## src/rtl/video_color_adjust_pipe_if.sv

```systemverilog
// Pixel, sync, coefficient-handshake and fade-control bundle for the colour adjust pipe.
interface video_color_adjust_pipe_if #(
  parameter int unsigned CW = 8,
  parameter int unsigned GW = 9,
  parameter int unsigned OW = 9
);
  logic            cfg_valid;
  logic            cfg_ready;
  logic [3*GW-1:0] cfg_gain;
  logic [3*OW-1:0] cfg_off;
  logic            cfg_bypass;
  logic [1:0]      fade_cmd;
  logic            fade_busy;
  logic            hs_in;
  logic            vs_in;
  logic            de_in;
  logic [3*CW-1:0] data_in;
  logic            hs_out;
  logic            vs_out;
  logic            de_out;
  logic [3*CW-1:0] data_out;

  modport master (
    output cfg_valid, cfg_gain, cfg_off, cfg_bypass, fade_cmd,
    output hs_in, vs_in, de_in, data_in,
    input  cfg_ready, fade_busy, hs_out, vs_out, de_out, data_out
  );

  modport slave (
    input  cfg_valid, cfg_gain, cfg_off, cfg_bypass, fade_cmd,
    input  hs_in, vs_in, de_in, data_in,
    output cfg_ready, fade_busy, hs_out, vs_out, de_out, data_out
  );
endinterface

```

## src/rtl/video_color_adjust_pipe.sv

```systemverilog
// RGB gain/offset/brightness adjust, 4-stage saturating pipeline with
// frame-synchronous coefficient update and fade-in/out level engine.
module video_color_adjust_pipe #(
  parameter int unsigned CW        = 8,
  parameter int unsigned GW        = 9,
  parameter int unsigned FRAC      = 7,
  parameter int unsigned OW        = 9,
  parameter int unsigned FADE_STEP = 8,
  parameter bit          VS_POL    = 1'b1
) (
  input logic                      clk,
  input logic                      rst_n,
  video_color_adjust_pipe_if.slave bus
);
  localparam int unsigned PW = CW + GW;
  localparam int unsigned QW = PW + 1 - FRAC;
  localparam int unsigned SW = ((QW > OW) ? QW : OW) + 2;
  localparam int unsigned LW = 9;
  localparam int unsigned MW = CW + LW + 1;
  localparam logic [LW-1:0] LVL_MAX = LW'(256);
  localparam logic [LW:0]   STEP    = (LW+1)'(FADE_STEP);

  typedef enum logic       {CFG_IDLE, CFG_PEND} cfg_st_t;
  typedef enum logic [1:0] {FADE_IDLE, FADE_IN, FADE_OUT} fade_st_t;

  cfg_st_t         r_cfg_st, w_cfg_nxt;
  fade_st_t        r_fade_st, w_fade_nxt;
  logic            r_vs_d, w_fs;
  logic            w_cfg_ready, w_accept, w_apply, w_fade_busy;
  logic [3*GW-1:0] r_sh_gain, r_gain;
  logic [3*OW-1:0] r_sh_off, r_off;
  logic            r_sh_byp, r_byp;
  logic [LW-1:0]   r_level, w_lvl_up, w_lvl_dn;
  logic            r_force0;

  logic [PW-1:0]          r1_p [3];
  logic [3*OW-1:0]        r1_off;
  logic signed [SW-1:0]   r2_s [3];
  logic [3*CW-1:0]        r3_c, r4_data;
  logic [3*CW-1:0]        r1_d, r2_d, r3_d;
  logic [LW-1:0]          r1_lvl, r2_lvl, r3_lvl;
  logic [2:0]             r_byp_sr;
  logic [3:0]             r_hs_sr, r_vs_sr, r_de_sr;
  logic [QW-1:0]          w_q [3];
  logic signed [SW-1:0]   w_s [3];
  logic [MW-1:0]          w_mix [3];
  logic [3*CW-1:0]        w_o;

  assign w_fs = (bus.vs_in == VS_POL) && (r_vs_d != VS_POL);

  always_ff @(posedge clk or negedge rst_n)
    if (!rst_n) r_vs_d <= VS_POL;
    else        r_vs_d <= bus.vs_in;

  always_ff @(posedge clk or negedge rst_n)
    if (!rst_n) r_cfg_st <= CFG_IDLE;
    else        r_cfg_st <= w_cfg_nxt;

  // An offer coinciding with frame start is latched but waits for the next frame.
  always_comb begin
    w_cfg_nxt = r_cfg_st;
    case (r_cfg_st)
      CFG_IDLE: if (bus.cfg_valid) w_cfg_nxt = CFG_PEND;
      CFG_PEND: if (w_fs)          w_cfg_nxt = CFG_IDLE;
      default:                     w_cfg_nxt = CFG_IDLE;
    endcase
  end

  always_comb begin
    w_cfg_ready = (r_cfg_st == CFG_IDLE);
    w_accept    = w_cfg_ready && bus.cfg_valid;
    w_apply     = (r_cfg_st == CFG_PEND) && w_fs;
  end

  always_ff @(posedge clk or negedge rst_n) begin
    if (!rst_n) begin
      r_sh_gain <= '0;
      r_sh_off  <= '0;
      r_sh_byp  <= 1'b0;
      r_gain    <= {3{GW'(1 << FRAC)}};
      r_off     <= '0;
      r_byp     <= 1'b0;
    end else begin
      if (w_accept) begin
        r_sh_gain <= bus.cfg_gain;
        r_sh_off  <= bus.cfg_off;
        r_sh_byp  <= bus.cfg_bypass;
      end
      if (w_apply) begin
        r_gain <= r_sh_gain;
        r_off  <= r_sh_off;
        r_byp  <= r_sh_byp;
      end
    end
  end

  always_comb begin
    w_lvl_up = (({1'b0, r_level} + STEP) >= (LW+1)'(256)) ? LVL_MAX
                                                         : LW'({1'b0, r_level} + STEP);
    w_lvl_dn = ({1'b0, r_level} <= STEP) ? '0 : LW'({1'b0, r_level} - STEP);
  end

  always_ff @(posedge clk or negedge rst_n)
    if (!rst_n) r_fade_st <= FADE_IDLE;
    else        r_fade_st <= w_fade_nxt;

  always_comb begin
    w_fade_nxt = r_fade_st;
    case (r_fade_st)
      FADE_IDLE:
        if (bus.fade_cmd == 2'b01)      w_fade_nxt = FADE_IN;
        else if (bus.fade_cmd == 2'b10) w_fade_nxt = FADE_OUT;
      FADE_IN:
        if (bus.fade_cmd == 2'b10)                            w_fade_nxt = FADE_OUT;
        else if (w_fs && !r_force0 && (w_lvl_up == LVL_MAX))  w_fade_nxt = FADE_IDLE;
      FADE_OUT:
        if (bus.fade_cmd == 2'b01)              w_fade_nxt = FADE_IN;
        else if (w_fs && (w_lvl_dn == '0))      w_fade_nxt = FADE_IDLE;
      default: w_fade_nxt = FADE_IDLE;
    endcase
  end

  always_comb w_fade_busy = (r_fade_st != FADE_IDLE);

  // Only a fade-in started from idle jumps to black; a reversal ramps from the current level.
  always_ff @(posedge clk or negedge rst_n) begin
    if (!rst_n) begin
      r_level  <= LVL_MAX;
      r_force0 <= 1'b0;
    end else begin
      if (w_fs) begin
        case (r_fade_st)
          FADE_IN:  r_level <= r_force0 ? '0 : w_lvl_up;
          FADE_OUT: r_level <= w_lvl_dn;
          default:  r_level <= r_level;
        endcase
      end
      if ((r_fade_st == FADE_IDLE) && (bus.fade_cmd == 2'b01))
        r_force0 <= 1'b1;
      else if ((r_fade_st != FADE_IDLE) && (w_fs || (w_fade_nxt != FADE_IN)))
        r_force0 <= 1'b0;
    end
  end

  always_comb begin
    for (int unsigned ch = 0; ch < 3; ch++) begin
      w_q[ch]   = QW'(({1'b0, r1_p[ch]} + (PW+1)'(1 << (FRAC-1))) >> FRAC);
      w_s[ch]   = $signed({{(SW-QW){1'b0}}, w_q[ch]})
                + $signed({{(SW-OW){r1_off[ch*OW+OW-1]}}, r1_off[ch*OW +: OW]});
      w_mix[ch] = MW'(r3_c[ch*CW +: CW]) * MW'(r3_lvl) + MW'(128);
      w_o[ch*CW +: CW] = CW'(w_mix[ch] >> 8);
    end
  end

  always_ff @(posedge clk or negedge rst_n) begin
    if (!rst_n) begin
      for (int unsigned ch = 0; ch < 3; ch++) begin
        r1_p[ch] <= '0;
        r2_s[ch] <= '0;
      end
      r1_off   <= '0;
      r3_c     <= '0;
      r4_data  <= '0;
      r1_d     <= '0;
      r2_d     <= '0;
      r3_d     <= '0;
      r1_lvl   <= '0;
      r2_lvl   <= '0;
      r3_lvl   <= '0;
      r_byp_sr <= '0;
      r_hs_sr  <= '0;
      r_vs_sr  <= '0;
      r_de_sr  <= '0;
    end else begin
      for (int unsigned ch = 0; ch < 3; ch++) begin
        r1_p[ch] <= PW'(bus.data_in[ch*CW +: CW]) * PW'(r_gain[ch*GW +: GW]);
        r2_s[ch] <= w_s[ch];
        if (r2_s[ch][SW-1])           r3_c[ch*CW +: CW] <= '0;
        else if (|r2_s[ch][SW-2:CW])  r3_c[ch*CW +: CW] <= '1;
        else                          r3_c[ch*CW +: CW] <= r2_s[ch][CW-1:0];
      end
      r1_off   <= r_off;
      r1_lvl   <= r_level;
      r2_lvl   <= r1_lvl;
      r3_lvl   <= r2_lvl;
      r1_d     <= bus.data_in;
      r2_d     <= r1_d;
      r3_d     <= r2_d;
      r_byp_sr <= {r_byp_sr[1:0], r_byp};
      r_hs_sr  <= {r_hs_sr[2:0], bus.hs_in};
      r_vs_sr  <= {r_vs_sr[2:0], bus.vs_in};
      r_de_sr  <= {r_de_sr[2:0], bus.de_in};
      r4_data  <= !r_de_sr[2] ? '0 : (r_byp_sr[2] ? r3_d : w_o);
    end
  end

  assign bus.cfg_ready = w_cfg_ready;
  assign bus.fade_busy = w_fade_busy;
  assign bus.hs_out    = r_hs_sr[3];
  assign bus.vs_out    = r_vs_sr[3];
  assign bus.de_out    = r_de_sr[3];
  assign bus.data_out  = r4_data;
endmodule

```

## src/flat_wrapper.sv

```systemverilog
// flat-port wrapper written by rule: the top's interface ports become plain ports
module video_color_adjust_pipe_flat 
#(
  parameter int unsigned CW        = 8,
  parameter int unsigned GW        = 9,
  parameter int unsigned FRAC      = 7,
  parameter int unsigned OW        = 9,
  parameter int unsigned FADE_STEP = 8,
  parameter bit          VS_POL    = 1'b1
)
  (clk, rst_n, bus_cfg_valid, bus_cfg_gain, bus_cfg_off, bus_cfg_bypass, bus_fade_cmd, bus_hs_in, bus_vs_in, bus_de_in, bus_data_in, bus_cfg_ready, bus_fade_busy, bus_hs_out, bus_vs_out, bus_de_out, bus_data_out);
  video_color_adjust_pipe_if #(.CW(CW), .GW(GW), .OW(OW)) bus_i ();
  input logic clk;
  input logic rst_n;
  input wire logic [$bits(bus_i.cfg_valid)-1:0] bus_cfg_valid;
  input wire logic [$bits(bus_i.cfg_gain)-1:0] bus_cfg_gain;
  input wire logic [$bits(bus_i.cfg_off)-1:0] bus_cfg_off;
  input wire logic [$bits(bus_i.cfg_bypass)-1:0] bus_cfg_bypass;
  input wire logic [$bits(bus_i.fade_cmd)-1:0] bus_fade_cmd;
  input wire logic [$bits(bus_i.hs_in)-1:0] bus_hs_in;
  input wire logic [$bits(bus_i.vs_in)-1:0] bus_vs_in;
  input wire logic [$bits(bus_i.de_in)-1:0] bus_de_in;
  input wire logic [$bits(bus_i.data_in)-1:0] bus_data_in;
  output wire logic [$bits(bus_i.cfg_ready)-1:0] bus_cfg_ready;
  output wire logic [$bits(bus_i.fade_busy)-1:0] bus_fade_busy;
  output wire logic [$bits(bus_i.hs_out)-1:0] bus_hs_out;
  output wire logic [$bits(bus_i.vs_out)-1:0] bus_vs_out;
  output wire logic [$bits(bus_i.de_out)-1:0] bus_de_out;
  output wire logic [$bits(bus_i.data_out)-1:0] bus_data_out;
  assign bus_i.cfg_valid = bus_cfg_valid;
  assign bus_i.cfg_gain = bus_cfg_gain;
  assign bus_i.cfg_off = bus_cfg_off;
  assign bus_i.cfg_bypass = bus_cfg_bypass;
  assign bus_i.fade_cmd = bus_fade_cmd;
  assign bus_i.hs_in = bus_hs_in;
  assign bus_i.vs_in = bus_vs_in;
  assign bus_i.de_in = bus_de_in;
  assign bus_i.data_in = bus_data_in;
  assign bus_cfg_ready = bus_i.cfg_ready;
  assign bus_fade_busy = bus_i.fade_busy;
  assign bus_hs_out = bus_i.hs_out;
  assign bus_vs_out = bus_i.vs_out;
  assign bus_de_out = bus_i.de_out;
  assign bus_data_out = bus_i.data_out;
  video_color_adjust_pipe #(.CW(CW), .GW(GW), .FRAC(FRAC), .OW(OW), .FADE_STEP(FADE_STEP), .VS_POL(VS_POL)) u_core (.clk(clk), .rst_n(rst_n), .bus(bus_i));
endmodule
```

## config.mk

```make
export PLATFORM = sky130hd
export DESIGN_NAME = video_color_adjust_pipe_flat
export DESIGN_NICKNAME = d
export VERILOG_FILES = /design/src/rtl/video_color_adjust_pipe_if.sv /design/src/rtl/video_color_adjust_pipe.sv /design/src/flat_wrapper.sv
export SDC_FILE = /design/constraint.sdc
export NUM_CORES = 1
export LEC_CHECK = 0
export BUFFER_PORTS_ARGS = -buffer_cell sky130_fd_sc_hd__buf_2
export CELL_PAD_IN_SITES_DETAIL_PLACEMENT = 1
export CELL_PAD_IN_SITES_GLOBAL_PLACEMENT = 2
export CORE_ASPECT_RATIO = 1.75
export CORE_UTILIZATION = 35
export CTS_BUF_LIST = sky130_fd_sc_hd__clkbuf_16
export DETAILED_ROUTE_END_ITERATION = 6
export PLACE_DENSITY_LB_ADDON = 0.12
export SLEW_MARGIN = 0
export SYNTH_ARGS = -nofsm -noshare
export SYNTH_HDL_FRONTEND = slang
export SYNTH_SLANG_ARGS = --single-unit
```

## constraint.sdc

```tcl
create_clock -name clk -period 8 [get_ports clk]
set_input_delay 0.8 -clock clk [delete_from_list [all_inputs] [get_ports clk]]
set_output_delay 0.8 -clock clk [all_outputs]
set_load 0.03 [all_outputs]
```

==> impl_metrics.toml, run 1 <==
[synth]
synth_seq_cells = 385
synth_warnings = 0
syn_area_um2 = 26900
synth.area.top_cells = "dfrtp_1 35%, fa_1 18%, ha_1 12%, and2_1 7.8%, inv_1 5.2%"
synth_commonest_cells = "380 x dfrtp_1, 374 x inv_1, 335 x and2_1"
synth_fp_nets = 3054
synth.largest_area_cell = "dfrtp_1"
async_flop_share = 1.00
synth_most_common_cell = "dfrtp_1"
synth_top_area_share = 0.353
yosysSeqAreaShare = 0.358
synth-edff-count = 0
ys_types = 73
syn_avg_cell_area_um2 = 10.9
dominantRegCellSynth = "dfrtp_1"
syn-instance-count = 2462

[worst_setup_path]
r2r_setup_slack_ns = 2.49
reg2reg_depth = 16
cp.arrival_ns = 5.98
cp-end-kind = "flip-flop"
critPathLaunchType = "flip-flop"
critical_path_class = "reg -> reg"
reg2reg_from = "u_core.r3_lvl[2]"
required_ns = 8.47
r2r_end = "u_core.bus.data_out[7]"
crit_fanout = 24

[clock_tree]
cts_resized = 0
clk_pin_slew_ns = 0.07
clock-root-buffer = "clkbuf_16"
cts.sinks = 385
clock_latency_ns = 0.58
cts_hold_buf = 0
post_cts_buffers = 0
numCtsBuffers = 41
htreeDepth = 2
cts_tree = "yes"
clockBufferDepth = 3

[floorplan]
die-area_um2 = 78100
initial_utilization = 0.353
die_w_um = 212
num_rows = 134
core_area_um2 = 76300
ios = 116
fp.dieH_um = 369

[layout]
num-fill-cells = 8406
area_growth_pct = 11.6
diodes = 0
drive_above_1_share = 0.125
layout.nets = 3179

[drt]
vias = 17200
drt_iter0_markers = 416
wl_per_cell_um = 17.3
firstDrtPassIters = 4
wl_mm = 62.8
drc = 0
postRouteAntennaNets = 0
viasPerCell = 4.73

[placed_design]
io_buffers = 115
place_congestion = 0.781
dp.final_hpwl_mm = 49.4

[sta]
setup_tns_ns = 0
rsz0062_at_grt = "false"
final_hold_viol_count = 0
relSlewSlack = 0.382
layout_min_cycle_time_ns = 5.51
max_freq_mhz = 182
worstMarginPinSlew_ns = 0.927
slew_viol_final = 0
fin_crit_sh = 0.688
fin_skew_ns = 0.0162
setup_viol = 0

[grt]
grt_max_degree = 141
grt_pass1_vias = 19900
antenna_found_initial = 1
grt_overflow_total = 0
grt_util_all_layers = 0.171
grt_first_pass_wirelength_mm = 105

[run_status]
status = "finished clean"

[hold_path]
hp-class = "in -> async"

[flow_run]
cap_violations = 0
## layout by cell type (no fill, tap or decap), types with 34 or more instances in the layout
cell	n
a21oi_1	56
mux2_2	110
dfrtp_1	380
ha_1	259
fa_1	246
xnor2_1	77
inv_1	378
nand2_1	151
nand3_1	34
and2_1	335
nor2_1	87
clkbuf_16	41
o21ai_0	48
buf_2	114
xor2_1	41
## worst max-delay path: stages (launching register included)
cell	delay, ns
dfrtp_1	0.84
nand2_1	0.17
fa_1	0.54
fa_1	0.50
inv_1	0.06
fa_1	0.53
inv_1	0.05
fa_1	0.53
inv_1	0.04
ha_1	0.31
and4b_1	0.21
a221oi_2	0.42
o221ai_2	0.24
o311ai_1	0.28
a21boi_1	0.11
or3_1	0.32
a32o_1	0.26
## through the flow
stage	worst slack [ns]	hold slack [ns]	utilization	instances	instance area, µm²
after floorplan	3.15	0.331	-	2462	26900
after global placement	2.47	0.334	0.377	3564	28700
after detailed placement	2.44	0.336	0.377	3564	28700
after CTS	2.42	0.146	0.394	3640	30000
final	2.49	0.169	0.394	3640	30000
after global routing	2.11	0.176	0.394	3640	30000
## registers in the layout, indices dropped and copies added, names as in the netlist, 2 cells and up
name,count
u_core.r2_d,24
u_core.r_off,27
u_core.r_level,9
u_core.r_sh_off,27
u_core.r_fade_st,2
u_core.r3_lvl,9
u_core.r1_p,33
u_core.r1_off,27
u_core.r2_lvl,9
u_core.r1_d,24
u_core.r3_c,24
u_core.r_sh_gain,27
u_core.r_vs_sr,4
u_core.r3_d,24
u_core.r_gain,27
u_core.bus.data_out,24
u_core.r_hs_sr,4
u_core.r2_s,39
u_core.r1_lvl,9
u_core.r_byp_sr,3
u_core.r_de_sr,4
## routing by layer
layer | wire length, µm | track usage | vias up
met5 | 0 | 0 | -
met4 | 1380 | 0.0465 | 0
met2 | 34100 | 0.321 | 164
li1 | - | - | 8117
met3 | 1500 | 0.0197 | 67
met1 | 25900 | 0.202 | 8867
## logic make-up (layout without fill, tap and decap cells)
group | after synthesis | after routing | synth area share
AND/OR/NAND/NOR | 703 | 703 | 0.140
multiplexers | 112 | 112 | 0.0469
AO/OA/AOI/OAI | 220 | 220 | 0.0551
XOR/XNOR | 118 | 118 | 0.0384
adder cells (fa/ha/maj) | 505 | 505 | 0.303
buffers and inverters | 419 | 577 | 0.0587
flip-flops | 385 | 385 | 0.358
## final cells by class
cell class,count,area [µm²],area share
multi-input cells,1658,15700,0.523
flip-flops and latches,385,9640,0.321
inverters,374,1400,0.0467
well taps,1020,1280,0.0425
clock buffers,41,1030,0.0341
repair buffers,127,688,0.0229
clock inverters,35,290,0.00966
## worst max-delay path by stage
| stage | from | end |
|---|---|---|
| 3_5_place_dp | u_core.r3_lvl[2] | u_core.bus.data_out[7] |
| 2_1_floorplan | u_core.r3_lvl[2] | u_core.bus.data_out[7] |
| 5_1_grt | u_core.r3_lvl[2] | u_core.bus.data_out[7] |
| 4_1_cts | u_core.r3_lvl[2] | u_core.bus.data_out[7] |
| 3_3_place_gp | u_core.r3_lvl[2] | u_core.bus.data_out[7] |
| 6_report | u_core.r3_lvl[2] | u_core.bus.data_out[7] |
Power of run 1 is left out: the tool's default activity adds up to more than one toggle a clock period on the data nets, which glitch-free logic cannot reach.
==> inputs of run 2 (changes only) <==
clock period = 4.7 ns   (was 8 ns; I/O delays follow)
==> run 2 against run 1 <==
Core utilization is 1.4 points higher. Die area stayed put. Cell count is 2.4% higher. Design area is 3.5% higher. Hold slack worse by 0.039 ns. First-iteration DRC count is 22% higher. Maximum frequency is 18% higher. Clock skew is 0.0093 ns higher. Flip-flop and latch count stayed put. Setup slack worse by 2.5 ns. Critical path depth stayed put. Non-clock buffer count is 93 higher. Critical path type unchanged. Critical endpoint unchanged.
==> impl_metrics.toml, run 2 (synthesis gave the netlist of run 1 again) <==
[worst_setup_path]
critical_path_class = "reg -> reg"
required_ns = 5.14
crit_family = "adder cells"
crit_slowest_cell = "fa_2"
critPathLaunchType = "flip-flop"
path_buf_inv = 4
cp.arrival_ns = 5.11
r2r_setup_slack_ns = 0.03
cp-end-kind = "flip-flop"
slowest_delay_ns = 0.57
worstPathCellList = "buf_4 -> buf_4 -> and2_1 -> fa_2 -> fa_2 -> fa_1 -> inv_1 -> fa_1 -> inv_1 -> ha_4 -> nand3_2 -> o221ai_4 -> o311ai_2 -> a21boi_1 -> or3_1 -> a32o_1"
crit_fanout = 5

[layout]
utilization = 0.408
layout_common_cells = "374 x inv_1, 372 x dfrtp_1, 334 x and2_1, 248 x ha_1, 242 x fa_1"
regMostFlops = "u_core.r2_s"
top_regs = "u_core.r2_s x39, u_core.r1_p x33"
diodes = 0
num-fill-cells = 8373
layout.nets = 3270
layout_commonest_cell = "inv_1"
area_growth_pct = 15.5
largest_reg_flops = 39
drive_above_1_share = 0.172

[hold_path]
hp-class = "in -> reg"

[sta]
rsz0062_at_grt = "true"
setup_tns_ns = 0
layout_min_cycle_time_ns = 4.67
slew_viol_final = 0
relSlewSlack = 0.310
final_hold_viol_count = 0
setup_viol = 0
fin_crit_sh = 0.993
fin_skew_ns = 0.0255
max_freq_mhz = 214
worstMarginPinSlew_ns = 1.03

[flow_run]
cap_violations = 0

[clock_tree]
numCtsBuffers = 39
clockBufferDepth = 3
clock-root-buffer = "clkbuf_16"
cts_tree = "yes"
clk_pin_slew_ns = 0.07
htreeDepth = 2
clock_latency_ns = 0.56
cts.sinks = 385

[floorplan]
die-area_um2 = 78100
core_area_um2 = 76300
ios = 116
num_rows = 134
fp.dieH_um = 369
die_w_um = 212
initial_utilization = 0.353

[drt]
drt_iter0_markers = 507
wl_per_cell_um = 17.3
wl_mm = 64.5
firstDrtPassIters = 4
vias = 17600
viasPerCell = 4.71
postRouteAntennaNets = 0
drc = 0

[grt]
grt_pass1_vias = 20300
grt_first_pass_wirelength_mm = 107
antenna_found_initial = 0
grt_overflow_total = 0
grtUsageMet3 = 0.0214
grt.busiest_layer = "met2"
grt_util_all_layers = 0.174
use_met2 = 0.330
grt_max_degree = 111
grt_use_met1 = 0.199

[placed_design]
dp.final_hpwl_mm = 51.9
place_congestion = 0.799
io_buffers = 115

[run_status]
status = "finished clean"
run 2: final cells by class:
type                            instances  area (µm²)  share of cell area
Sequential cell                       385        9650               0.310
Clock inverter                         32         307             0.00985
Timing Repair Buffer                  220        1480              0.0475
Multi-Input combinational cell       1658       16000               0.514
Clock buffer                           40        1000              0.0322
Tap cell                             1020        1280              0.0410
Inverter                              374        1400              0.0451
run 2: layer usage:
layer / share of wire / up-vias
li1: - / 8289
met1: 0.39 / 8986
met2: 0.55 / 202
met3: 0.029 / 103
met4: 0.030 / 0
met5: 0 / -
run 2: worst paths after layout:
| check | startpoint | end | cells after the start |
|---|---|---|---|
| worst max-delay path | u_core.r3_c[3] | u_core.bus.data_out[7] | 16 |
| worst min-delay path | bus_cfg_valid | u_core.r_cfg_st | 2 |
| worst max register to register | u_core.r3_c[3] | u_core.bus.data_out[7] | 16 |
| worst min register to register | u_core.r2_d[15] | u_core.r3_d[15] | 0 |
| max in group asynchronous | rst_n | u_core.r3_c[4] | 3 |
| min in group asynchronous | rst_n | u_core.r_sh_gain[7] | 2 |
run 2: per-stage QoR:
step	cells	cell area (µm²)	hold slack, ns	worst slack (ns)
5_1_grt	3729	31100	0.115	-0.123
3_3_place_gp	3642	29400	0.333	-0.0524
2_1_floorplan	2462	27000	0.174	0.00564
4_1_cts	3721	30800	0.0805	0.000852
3_5_place_dp	3642	29400	0.336	-0.168
6_report	3729	31100	0.130	0.0324
run 2: what timing repair did:
item,CTS,global route
buffers inserted,3,8
resized for setup,14,47
hold buffers,4,0
hold endpoints to repair,83,0
pin swaps,10,45
setup endpoints to repair,11,17
Power of run 2 is left out for the same reason.
==> inputs of run 3 (changes only) <==
PLACE_DENSITY = 0.69   (was not set)
PLACE_DENSITY_LB_ADDON = not set   (was 0.12)
==> run 3 against run 2 <==
Global-route usage about the same. Flip-flop and latch count unchanged. Wire length down 0.85%. Die area unchanged. Non-clock buffer count up 8. Sequential share of layout area about the same. Design area down 0.16%. Via count up 0.25%. Cell count up 0.16%. First-iteration DRC count down 20%. Clock skew down 0.0093 ns. Critical path type unchanged. Highest routed layer is now met5.
==> impl_metrics.toml, run 3 (synthesis gave the netlist of run 1 again) <==
[worst_setup_path]
required_ns = 5.17
critical_path_class = "reg -> reg"
cp-end-kind = "flip-flop"
critPathLaunchType = "flip-flop"
crit_fanout = 5
cp.arrival_ns = 5.14

[sta]
max_freq_mhz = 214
worstMarginPinSlew_ns = 0.890
rsz0062_at_grt = "true"
final_hold_viol_count = 0
fin_skew_ns = 0.0162
relSlewSlack = 0.407
layout_min_cycle_time_ns = 4.67
setup_slack_ns = 0.0336
slew_viol_final = 0
fin_crit_sh = 0.993
setup_viol = 0

[layout]
diodes = 0
area_growth_pct = 15.3
largest_reg_flops = 39
drive_above_1_share = 0.170
regMostFlops = "u_core.r2_s"
final_cell_area_um2 = 31100
layout_common_cells = "373 x inv_1, 372 x dfrtp_1, 333 x and2_1, 253 x ha_1, 245 x fa_1"
layout_commonest_cell = "inv_1"
top_regs = "u_core.r2_s x39, u_core.r1_p x33"
layout.nets = 3278

[run_status]
status = "finished clean"

[clock_tree]
clk_pin_slew_ns = 0.06
clock-root-buffer = "clkbuf_16"
clockBufferDepth = 3
numCtsBuffers = 39
htreeDepth = 2
cts_tree = "yes"
cts.sinks = 385
clock_latency_ns = 0.59

[floorplan]
die_w_um = 212
fp.dieH_um = 369
initial_utilization = 0.353
die-area_um2 = 78100
num_rows = 134
ios = 116
core_area_um2 = 76300

[drt]
top_layer_used = "met5"
drc = 0
drt_iter0_markers = 405
wirelength_met1_mm = 24.4
wl_met2_mm = 35.7
vias = 17600
postRouteAntennaNets = 0
wl_mm = 63.9
wl_per_cell_um = 17.1
firstDrtPassIters = 4
wl_met3_mm = 1.71
viasPerCell = 4.72

[grt]
grt_max_degree = 129
grt_first_pass_wirelength_mm = 107
grt_util_all_layers = 0.173
grt_pass1_vias = 20800
antenna_found_initial = 1
grt_overflow_total = 0

[placed_design]
postPlaceCellArea_um2 = 29500
place_congestion = 0.822
io_buffers = 115
dp.final_hpwl_mm = 51.6
place_ws_ns = -0.138

[flow_run]
cap_violations = 0

[hold_path]
hp-class = "in -> reg"
==> run 3: cell count changes in the layout (fill, tap and decap cells not counted), sizes merged <==
cell	change
buf	+8
bufinv	-1
clkbuf	-1
clkinv	-1
inv	+1
==> run 3: worst max-delay path, stage by stage (launching register included) <==
cell      delay [ns]
dfrtp_1         0.39
buf_4           0.16
and2_1          0.17
fa_1            0.46
ha_1            0.31
inv_1           0.07
fa_1            0.43
fa_1            0.54
inv_1           0.04
ha_1            0.30
a21o_1          0.19
a221oi_2        0.27
buf_4           0.17
o221ai_4        0.12
o311ai_2        0.24
a21boi_1        0.11
or3_1           0.32
a32o_1          0.26
==> run 3: path summary, 6_finish.rpt <==
| path | start | endpoint | slack (ns) | depth (start not counted) |
|---|---|---|---|---|
| min | bus_data_in[13] | u_core.r1_d[13] | 0.11 | 1 |
| min reg2reg | u_core.r2_d[21] | u_core.r3_d[21] | 0.34 | 0 |
| max | u_core.r3_c[3] | u_core.bus.data_out[7] | 0.03 | 17 |
| max reg2reg | u_core.r3_c[3] | u_core.bus.data_out[7] | 0.03 | 17 |
| min in group asynchronous | rst_n | u_core.r_level[6] | 0.44 | 2 |
| max in group asynchronous | rst_n | u_core.r2_s[16] | 3.11 | 3 |
==> run 3: through the flow <==
stage / hold WS [ns] / setup TNS (ns) / util / cells
floorplan: 0.174 / 0 / - / 2462
CTS: 0.0692 / 0 / 0.404 / 3729
detailed placement: 0.336 / -0.362 / 0.386 / 3654
global placement: 0.332 / -0.0578 / 0.386 / 3654
global route: 0.0851 / -0.376 / 0.407 / 3735
finish: 0.112 / 0 / 0.407 / 3735
==> run 3: layer usage <==
layer | vias up | global-route usage
li1 | 8297 | -
met1 | 9033 | 0.189
met2 | 196 | 0.337
met3 | 96 | 0.0224
met4 | 2 | 0.0580
met5 | - | 0
==> run 3: repair_timing <==
| action | in CTS | in global routing |
|---|---|---|
| hold buffers | 4 | 0 |
| gates resized for setup | 15 | 49 |
| endpoints found under the hold margin | 69 | 0 |
| cloned | 0 | 1 |
| setup endpoints to repair | 7 | 17 |
| setup buffers | 1 | 5 |
| pin swaps | 16 | 19 |
==> run 3: area by class of cell <==
class / count / area [µm²]
Sequential cell: 385 / 9650
Inverter: 374 / 1400
Multi-Input combinational cell: 1658 / 15900
Clock inverter: 31 / 290
Clock buffer: 39 / 976
Fill cell: 8347 / 45200
Tap cell: 1020 / 1280
Timing Repair Buffer: 228 / 1530
Power of run 3 is left out for the same reason.
